<file path="src/rtl/negate_seq_ctrl_if.sv">
`default_nettype none
// ============================================================================
// Module      : negate_seq_ctrl_if
// Description : Handshake bundle for the wide negate / absolute-value
//               sequencer. The upstream side offers operands and collects
//               results (master). The sequencer owns the ready, result and
//               status signals (slave).
//   in_valid  : operand offered               (master -> slave)
//   in_ready  : sequencer can accept          (slave  -> master)
//   in_data   : operand, two's complement     (master -> slave)
//   in_abs    : 0 = negate, 1 = abs value     (master -> slave)
//   out_valid : result available              (slave  -> master)
//   out_ready : downstream accepts result     (master -> slave)
//   out_data  : result                        (slave  -> master)
//   out_ovf   : most-negative operand negated (slave  -> master)
//   busy      : operation in flight           (slave  -> master)
// Revision    : 1.0 - initial release
// ============================================================================
interface negate_seq_ctrl_if #(
  parameter int NBYTES = 4
);
  logic                  in_valid;
  logic                  in_ready;
  logic [8*NBYTES-1:0]   in_data;
  logic                  in_abs;
  logic                  out_valid;
  logic                  out_ready;
  logic [8*NBYTES-1:0]   out_data;
  logic                  out_ovf;
  logic                  busy;

  modport master (
    output in_valid, in_data, in_abs, out_ready,
    input  in_ready, out_valid, out_data, out_ovf, busy
  );

  modport slave (
    input  in_valid, in_data, in_abs, out_ready,
    output in_ready, out_valid, out_data, out_ovf, busy
  );
endinterface
`default_nettype wire

</file>
<file path="src/rtl/negate_seq_ctrl.sv">
`default_nettype none
// ============================================================================
// Module      : negate_seq_ctrl
// Description : Applies two's-complement negation (or absolute value) to an
//               NBYTES-wide operand using one 8-bit negate slice, one byte per
//               cycle, LSB byte first, with the +1 carried between bytes.
//   clk   : clock, all state updates on the rising edge
//   rst_n : synchronous active-low reset
//   bus   : negate_seq_ctrl_if.slave (operand in, result out, busy)
// Revision    : 1.0 - initial release
// ============================================================================
module negate_seq_ctrl #(
  parameter int NBYTES = 4
) (
  input  wire logic          clk,
  input  wire logic          rst_n,
  negate_seq_ctrl_if.slave   bus
);
  localparam int            DW       = 8 * NBYTES;
  localparam int            IW       = (NBYTES > 1) ? $clog2(NBYTES) : 1;
  localparam logic [IW-1:0] LAST_IDX = IW'(NBYTES - 1);
  localparam logic [DW-1:0] MIN_VAL  = {1'b1, {(DW-1){1'b0}}};

  typedef enum logic [1:0] {
    S_IDLE = 2'd0,
    S_RUN  = 2'd1,
    S_DONE = 2'd2
  } state_t;

  state_t          r_state;
  state_t          w_state_nxt;

  logic [DW-1:0]   r_op;
  logic [IW-1:0]   r_idx;
  logic            r_carry;
  logic            r_neg;
  logic            r_ovf_pend;
  logic [DW-1:0]   r_out_data;
  logic            r_out_ovf;

  logic            w_in_ready;
  logic            w_out_valid;
  logic            w_busy;
  logic            w_accept;
  logic            w_last;
  logic            w_neg_in;
  logic [7:0]      w_b;
  logic [7:0]      w_byte_res;
  logic [DW-1:0]   w_result;

  // ---------------------------------------------------------------- FSM
  always_ff @(posedge clk) begin
    if (!rst_n) begin
      r_state <= S_IDLE;
    end else begin
      r_state <= w_state_nxt;
    end
  end

  // Handshake outputs are gated by rst_n so they read inactive for the
  // whole reset cycle, not only after the reset edge.
  always_comb begin
    w_state_nxt = r_state;
    w_in_ready  = 1'b0;
    w_out_valid = 1'b0;
    w_busy      = 1'b0;
    case (r_state)
      S_IDLE: begin
        w_in_ready = rst_n;
        if (bus.in_valid) begin
          w_state_nxt = S_RUN;
        end
      end
      S_RUN: begin
        w_busy = rst_n;
        if (w_last) begin
          w_state_nxt = S_DONE;
        end
      end
      S_DONE: begin
        w_busy      = rst_n;
        w_out_valid = rst_n;
        if (bus.out_ready) begin
          w_state_nxt = S_IDLE;
        end
      end
      default: begin
        w_state_nxt = S_IDLE;
      end
    endcase
  end

  // ----------------------------------------------------------- datapath
  assign w_accept   = w_in_ready & bus.in_valid;
  assign w_last     = (r_idx == LAST_IDX);
  // A non-negative operand passes through unchanged in abs mode.
  assign w_neg_in   = ~bus.in_abs | bus.in_data[DW-1];
  // The operand register shifts right each RUN cycle, so the current byte
  // is always in the low lane.
  assign w_b        = r_op[7:0];
  assign w_byte_res = r_neg ? (~w_b + {7'd0, r_carry}) : w_b;

  always_ff @(posedge clk) begin
    if (!rst_n) begin
      r_op       <= '0;
      r_idx      <= '0;
      r_carry    <= 1'b0;
      r_neg      <= 1'b0;
      r_ovf_pend <= 1'b0;
      r_out_data <= '0;
      r_out_ovf  <= 1'b0;
    end else if (w_accept) begin
      r_op       <= bus.in_data;
      r_idx      <= '0;
      r_carry    <= 1'b1;
      r_neg      <= w_neg_in;
      r_ovf_pend <= w_neg_in && (bus.in_data == MIN_VAL);
    end else if (r_state == S_RUN) begin
      r_op  <= r_op >> 8;
      r_idx <= r_idx + 1'b1;
      if (r_neg) begin
        r_carry <= r_carry & (w_b == 8'h00);
      end
      // The result register only changes on completion, so it keeps the
      // previous result visible throughout RUN.
      if (w_last) begin
        r_out_data <= w_result;
        r_out_ovf  <= r_ovf_pend;
      end
    end
  end

  // Partial result: finished bytes enter at the top and shift down, so
  // after the last byte the assembled word is {current byte, partial}.
  generate
    if (NBYTES > 1) begin : g_wide
      logic [DW-9:0] r_part;

      always_ff @(posedge clk) begin
        if (!rst_n) begin
          r_part <= '0;
        end else if (r_state == S_RUN) begin
          r_part <= w_result[DW-1:8];
        end
      end

      assign w_result = {w_byte_res, r_part};
    end else begin : g_narrow
      assign w_result = w_byte_res;
    end
  endgenerate

  assign bus.in_ready  = w_in_ready;
  assign bus.out_valid = w_out_valid;
  assign bus.busy      = w_busy;
  assign bus.out_data  = r_out_data;
  assign bus.out_ovf   = r_out_ovf;

endmodule
`default_nettype wire
</file>
<file path="src/flat_wrapper.sv">
// flat-port wrapper written by rule: the top's interface ports become plain ports
module negate_seq_ctrl_flat 
#(
  parameter int NBYTES = 4
)
  (clk, rst_n, bus_in_valid, bus_in_data, bus_in_abs, bus_out_ready, bus_in_ready, bus_out_valid, bus_out_data, bus_out_ovf, bus_busy);
  negate_seq_ctrl_if #(.NBYTES(NBYTES)) bus_i ();
  input  wire logic clk;
  input  wire logic rst_n;
  input wire logic [$bits(bus_i.in_valid)-1:0] bus_in_valid;
  input wire logic [$bits(bus_i.in_data)-1:0] bus_in_data;
  input wire logic [$bits(bus_i.in_abs)-1:0] bus_in_abs;
  input wire logic [$bits(bus_i.out_ready)-1:0] bus_out_ready;
  output wire logic [$bits(bus_i.in_ready)-1:0] bus_in_ready;
  output wire logic [$bits(bus_i.out_valid)-1:0] bus_out_valid;
  output wire logic [$bits(bus_i.out_data)-1:0] bus_out_data;
  output wire logic [$bits(bus_i.out_ovf)-1:0] bus_out_ovf;
  output wire logic [$bits(bus_i.busy)-1:0] bus_busy;
  assign bus_i.in_valid = bus_in_valid;
  assign bus_i.in_data = bus_in_data;
  assign bus_i.in_abs = bus_in_abs;
  assign bus_i.out_ready = bus_out_ready;
  assign bus_in_ready = bus_i.in_ready;
  assign bus_out_valid = bus_i.out_valid;
  assign bus_out_data = bus_i.out_data;
  assign bus_out_ovf = bus_i.out_ovf;
  assign bus_busy = bus_i.busy;
  negate_seq_ctrl #(.NBYTES(NBYTES)) u_core (.clk(clk), .rst_n(rst_n), .bus(bus_i));
endmodule
</file>
<file path="config.mk">
export PLATFORM = sky130hd
export DESIGN_NAME = negate_seq_ctrl_flat
export DESIGN_NICKNAME = d
export VERILOG_FILES = /design/src/rtl/negate_seq_ctrl_if.sv /design/src/rtl/negate_seq_ctrl.sv /design/src/flat_wrapper.sv
export SDC_FILE = /design/constraint.sdc
export NUM_CORES = 1
export LEC_CHECK = 0
export ABC_AREA = 1
export CAP_MARGIN = 15
export CORE_ASPECT_RATIO = 1.25
export CORE_MARGIN = 4
export CORE_UTILIZATION = 30
export DETAILED_ROUTE_END_ITERATION = 7
export GPL_TIMING_DRIVEN = 0
export HOLD_SLACK_MARGIN = 0.06
export SLEW_MARGIN = 5
export SYNTH_ARGS = -nofsm -noshare
export SYNTH_HDL_FRONTEND = slang
export SYNTH_SLANG_ARGS = --single-unit
</file>
<file path="constraint.sdc">
create_clock -name clk -period 2.3 [get_ports clk]
set_input_delay 0.46 -clock clk [delete_from_list [all_inputs] [get_ports clk]]
set_output_delay 0.46 -clock clk [all_outputs]
set_load 0.1 [all_outputs]
</file>
==> reports/qor.yml <==
status:
  status: "finished clean"
pwr:
  sw_frac_of_total: 0.368
  leakage_nw: 2.47
  max-vdd-ir-drop_v: 0.000386
  power_switching_mw: 1.95
  powerDensity_nw_per_um2: 989
  power_frac_seq: 0.393
  clock_power_share: 0.280
  internal_power_mw: 3.35
  comb_power_share: 0.328
floorplan:
  die_area_um2: 15600
  die_width_um: 113
  ios: 73
  rows: 47
  core_um2: 13300
  start_util: 0.308
  die_h_um: 139
synth:
  synth_top_area_share: 0.469
  syn_inst: 551
  post_synth_and_or_nand_nor_area_fraction: 0.252
  synth_edf_count: 0
  ys_ff_latch: 96
  synth_top_family_by_area: "simple AND/OR/NAND/NOR gates"
  synth_compound_area_frac: 0.152
  synth_adder_area_share: 0.0244
  muxShareOfSynthArea: 0
  synthXorXnorAreaFrac: 0.00641
  ys_async_sr_fraction: 0
  yosys-top-cells-count: "nand2_1 (121), dfxtp_1 (96), nor2_1 (84)"
  synthesis.nets: 596
  yosysSeqAreaShare: 0.469
  synth.most_common_cell: "nand2_1"
  synth_area_leaders: "dfxtp_1 (47%), nand2_1 (11%), nor2_1 (7.7%), o21ai_0 (5.6%), nand3_1 (4.9%)"
  ys_types: 30
  yosys.area.top_type: "dfxtp_1"
  synth_ff_type: "dfxtp_1"
  synth_area_um2: 4100
  synth.avg_cell_area_um2: 7.43
  yosys_warnings: 0
route:
  post_drt_wl_per_cell_um: 13.5
  drt-total-wl_um: 10900
  via_per_inst: 4.63
  antenna_left: 0
  drtIter0Drc: 143
  post-route-drc-count: 0
  vias: 3745
  drt-pass1-iter-count: 4
sta:
  clock_skew_ps: 5.34
  setup_viol: 0
  worst_slew_pin_slew_ps: 988
  slew_headroom: 0.341
  rsz0062_at_grt: "false"
  slew_viol_final: 0
  setup_tns_ps: 0
  min_period_ps: 2260
  period_share: 0.984
  final_hold_viol_count: 0
  whs_ps: 408
  fmaxAchievable_ghz: 0.442
  finalWorstSetupSlack_ps: 37.1
clock_tree:
  clock_sinks: 96
  cts_buffers: 9
  insertion_delay_ps: 340
  tritoncts: "yes"
  cts_root_buffer: "clkbuf_16"
  path_clk_slew_ps: 70
  cts_max_path_buffers: 2
  htree_levels: 3
  post_cts_buffers: 0
setup_path:
  critPathMaxFanout: 2
  crit_slowest_cell: "clkdlybuf4s50_1"
  path_class: "register to output port"
  crit_arrival_ps: 1800
  slowest_delay_ps: 1130
  crit_family: "buffers and inverters"
  cp.required_ps: 1840
  rr_worst_depth: 7
  cp.depth: 1
  reg2reg_slack_ps: 690
  path_buf_inv: 1
  timing.rr.start: "u_core.r_state[1]"
  cp-end-kind: "output port"
  cp-start-kind: "register"
  cp_cell_sequence: "clkdlybuf4s50_1"
  reg2reg_to: "u_core.bus.out_ovf"
global_routing:
  grt_pass1_wl_um: 17700
  grt_max_degree: 17
  grtUsageTotal: 0.140
  first_global_vias: 3657
  overflow: 0
  grt_antenna_before_repair: 0
min_path:
  worstHoldStart: "rst_n"
  holdPathStages: 3
  whs_endpoint: "u_core.bus.out_data[23]"
  min-delay-path-class: "input pin to register"
layout:
  fin_nets: 678
  num_antenna_cells: 0
  drive_gt1_frac: 0.0785
  multi_input_area_um2: 1780
  ff_latch_area_um2: 1920
  nFillCells: 1387
  area_growth_pct: 30.8
place:
  numPortBuffers: 71
  hpwl_um: 8400
  gp_congestion: 0.911
  post-place-ws_ps: -420
job:
  maxCapViolations: 0
## metrics by stage
stage          instance area (um2)  power [mW]   util  instances
4_1_cts                       5310        5.35  0.400        808
3_3_place_gp                  5020        3.82  0.378        793
5_1_grt                       5360        5.64  0.403        808
3_5_place_dp                  5020        3.86  0.378        793
6_report                      5360        5.30  0.403        808
2_1_floorplan                 4100        3.36      -        551
## cell usage in the layout, fill, tap and decap left out, types with 2 or more instances in the layout
cell type / synthesis / final
nand2_1: 121 / 121
dfxtp_1: 96 / 96
nor2_1: 84 / 84
o21ai_0: 46 / 46
clkdlybuf4s50_1: 0 / 42
inv_1: 40 / 40
nand3_1: 40 / 40
a21oi_1: 37 / 37
a31oi_1: 23 / 23
dlymetal6s2s_1: 0 / 19
clkbuf_1: 12 / 12
buf_2: 11 / 11
clkbuf_16: 0 / 9
ha_1: 8 / 8
dlygate4sd2_1: 0 / 7
buf_4: 4 / 4
buf_6: 3 / 3
inv_2: 3 / 3
a211oi_1: 3 / 3
buf_8: 3 / 3
clkdlybuf4s15_2: 0 / 3
nand2_4: 2 / 2
inv_4: 2 / 2
inv_8: 1 / 2
xor2_1: 2 / 2
clkinv_2: 0 / 2
## metal layers
| layer | share of wire | vias to the layer above | track usage |
|---|---|---|---|
| met3 | 0.044 | 22 | 0.0362 |
| li1 | - | 1942 | - |
| met1 | 0.43 | 1684 | 0.162 |
| met4 | 0.027 | 0 | 0.0532 |
| met5 | 0 | - | 0 |
| met2 | 0.50 | 97 | 0.248 |
## final cells by class
class / count / area share
plain buffers: 33 / 0.0390
clock buffers: 9 / 0.0420
clock inverters: 6 / 0.0128
inverters: 46 / 0.0346
multi-input cells: 376 / 0.332
flip-flops and latches: 96 / 0.359
well taps: 171 / 0.0399
repair buffers: 71 / 0.141
## power by group through the flow
stage,logic [mW],clock network [mW],registers [mW]
3_5_place_dp,1.74,0,2.12
2_1_floorplan,1.29,0,2.08
5_1_grt,1.95,1.59,2.10
4_1_cts,1.74,1.53,2.08
6_report,1.74,1.48,2.08
3_3_place_gp,1.71,0,2.11
## cell families (layout without fill, tap and decap cells)
| kind of cell | after synthesis | after routing |
|---|---|---|
| simple gates | 251 | 251 |
| flops | 96 | 96 |
| fa+ha+maj | 8 | 8 |
| xor+xnor | 3 | 3 |
| compound gates | 114 | 114 |
| buf+inv | 79 | 165 |
## state kept, by name, indices dropped and copies added (netlist names)
| signal | cells |
|---|---|
| u_core.bus.out_data | 32 |
| u_core.bus.out_ovf | 1 |
| u_core.g_wide.r_part | 24 |
| u_core.r_carry | 1 |
| u_core.r_idx | 2 |
| u_core.r_neg | 1 |
| u_core.r_op | 32 |
| u_core.r_ovf_pend | 1 |
| u_core.r_state | 2 |
## repair_timing
item	4_1_cts	5_1_grt
hold buffers	0	0
resized for setup	16	19
setup endpoints to repair	10	19
## worst max-delay path by stage
| stage | startpoint | to | slack [ps] |
|---|---|---|---|
| detailed placement | rst_n | bus_out_valid | -420 |
| CTS | u_core.bus.out_data[16] | bus_out_data[16] | 0.2 |
| floorplan | rst_n | bus_out_valid | 380 |
| global placement | rst_n | bus_out_valid | -420 |
| finish | u_core.bus.out_data[12] | bus_out_data[12] | 40 |
| global route | u_core.bus.out_data[31] | bus_out_data[31] | 2 |
(Power assumes the default switching activity.)
==> edit, RTL diff (same settings) <==
`NBYTES` is set to 4 in 3 places; all go to 8.
--- a/src/rtl/negate_seq_ctrl_if.sv
+++ b/src/rtl/negate_seq_ctrl_if.sv
@@ -18,5 +18,5 @@
 // ============================================================================
 interface negate_seq_ctrl_if #(
-  parameter int NBYTES = 4
+  parameter int NBYTES = 8
 );
   logic                  in_valid;
--- a/src/rtl/negate_seq_ctrl.sv
+++ b/src/rtl/negate_seq_ctrl.sv
@@ -11,5 +11,5 @@
 // ============================================================================
 module negate_seq_ctrl #(
-  parameter int NBYTES = 4
+  parameter int NBYTES = 8
 ) (
   input  wire logic          clk,
--- a/src/flat_wrapper.sv
+++ b/src/flat_wrapper.sv
@@ -2,5 +2,5 @@
 module negate_seq_ctrl_flat 
 #(
-  parameter int NBYTES = 4
+  parameter int NBYTES = 8
 )
   (clk, rst_n, bus_in_valid, bus_in_data, bus_in_abs, bus_out_ready, bus_in_ready, bus_out_valid, bus_out_data, bus_out_ovf, bus_busy);
Interface: changed (resized bus_in_data and bus_out_data); port bits go from 73 to 137. No check against the original RTL was run, so the function may have changed too.
==> edit against the original RTL <==
- critical path depth is 4 higher
- routed wire length is 98% higher
- cell area is 85% higher
- non-clock buffer count is 104 higher
- total power is 84% higher
- worst setup slack better by 0.079 ns
- via count is 91% higher
- sequential share of layout area is 3.1 points higher
- final cell count is 91% higher
- area after synthesis is 87% higher
- sequential cell count is 97 higher
==> edit: results (changes against the original RTL) <==
| Metric | Value |
|---|---|
| H-Tree Depth | 4 (was 3) |
| Status | complete, no violations (unchanged) |
| Critical path peak fanout | 19 (was 2) |
| 1st-iter DRT viols | 299 (was 143) |
| Antenna violations before repair | 1 (was 0) |
| Vias in the first global route | 6877 (was 3657) |
| Post-synth cell types | 23 (was 30) |
| Number of nets in the layout | 1276 (was 678) |
| Gate Count Post-Synth | 1044 (was 551) |
| Syn nets | 1122 (was 596) |
| Reg-to-Reg End | u_core.r_op[51]$_SDFFE_PN0P_ (was u_core.bus.out_ovf$_SDFFE_PN0P_) |
| Sequential area share after synthesis | 50.42% (was 46.92%) |
| Cts bufs inserted | 17 (was 9) |
| Inst Count DP | 1515 (was 793) |
| Worst-skew pair later-pin latency | 0.44 ns (was 0.34 ns) |
| Die width | 150.9 um (was 112.5 um) |
| Nonclk inv count | 45 (was 46) |
| Routability cong. | 0.8221 (was 0.9112) |
| Reg-to-reg slack, setup | 0.52 ns (was 0.69 ns) |
| Hold Path Class | flop to flop (was primary input to flop) |
| Peak supply drop | 0.4653 mV (was 0.3855 mV) |
| Synth top area cells | dfxtp_1, nor2_1, nand2_1 (was dfxtp_1, nand2_1, nor2_1) |
| Yosys reg bits | 193 (was 96) |
| Largest stage delay on the critical path | 0.53 ns (was 1.13 ns) |
| Share of cells above drive strength 1 | 6.111% (was 7.849%) |
| Multi-In Gates | 733 (was 376) |
| Worst Hold Path Cells | 2 (was 3) |
| GRT Overall Usage | 15.55% (was 14.05%) |
| Slew margin rel. | 32.15% (was 34.05%) |
| Seq area share | 38.95% (was 35.87%) |
| Reg-to-Reg Start | u_core.r_state[0]$_SDFFE_PN0P_ (was u_core.r_state[1]$_SDFFE_PN0P_) |
| Pre-CTS setup slack | -1.168 ns (was -0.4195 ns) |
| DR WL/cell | 13.94 um (was 13.46 um) |
| DPL Wire Length | 16490 um (was 8395 um) |
| Commonest cells in the netlist | nor2_1, nand2_1, dfxtp_1 (was nand2_1, dfxtp_1, nor2_1) |
| HP Start | u_core.g_wide.r_part[5]$_SDFFE_PN0N_ (was rst_n) |
| First-pass GRT wire length | 35020 um (was 17710 um) |
| Clock Skew | 0.01216 ns (was 0.005341 ns) |
| IO Port Bufs | 136 (was 71) |
[edit: cell types whose count changed after synthesis, sizes merged, moves of 28 or more]
cell    unedited run  this run
nor2              84       233
dfxtp             96       193
a31oi             23        56
nand2            125       210
nand3             40        73
o21ai             47       102
clkbuf            12        40
[edit: logic make-up (layout without fill, tap and decap cells)]
| kind of cell | count (synthesis) | after routing | synth area share (%) |
|---|---|---|---|
| AND/OR/NAND/NOR | 518 | 518 | 26.73 |
| XOR/XNOR | 2 | 2 | 0.2287 |
| adder cells (fa/ha/maj) | 9 | 9 | 1.470 |
| AO/OA/AOI/OAI | 204 | 204 | 14.58 |
| flip-flops | 193 | 193 | 50.42 |
| buffers and inverters | 118 | 285 | 6.564 |
[edit: worst max-delay path by stage]
stage | startpoint | to | slack (ns) | cells past startpoint
floorplan | rst_n | bus_busy | 0.32 | 4
global placement | rst_n | bus_busy | -1.20 | 6
detailed placement | rst_n | bus_out_valid | -1.17 | 6
CTS | rst_n | bus_out_valid | 0.09 | 5
global route | rst_n | bus_busy | 0.02 | 5
finish | rst_n | bus_in_ready | 0.12 | 5
[edit: metal layers]
| layer | routed length [um] | up-vias | global-route usage [%] |
|---|---|---|---|
| met3 | 1090 | 24 | 3.060 |
| met5 | 13 | - | 0 |
| met4 | 378 | 2 | 4.850 |
| li1 | - | 3716 | - |
| met1 | 9566 | 3206 | 20.05 |
| met2 | 10500 | 191 | 26.06 |
[edit: critical path, delay by kind of cell]
| family | cells | cell delay, ns |
|---|---|---|
| buf+inv | 4 | 1.15 |
| simple gates | 1 | 0.11 |
[edit: power by group]
part	internal [uW]	switching, uW	total, uW
clock network	1480	1380	2860
logic	853	1810	2660
registers	3860	374	4240
[edit: what timing repair did]
action,in CTS,in global routing
setup endpoints to repair,68,0
hold buffers,0,0
setup buffers,0,0
resized for setup,84,0
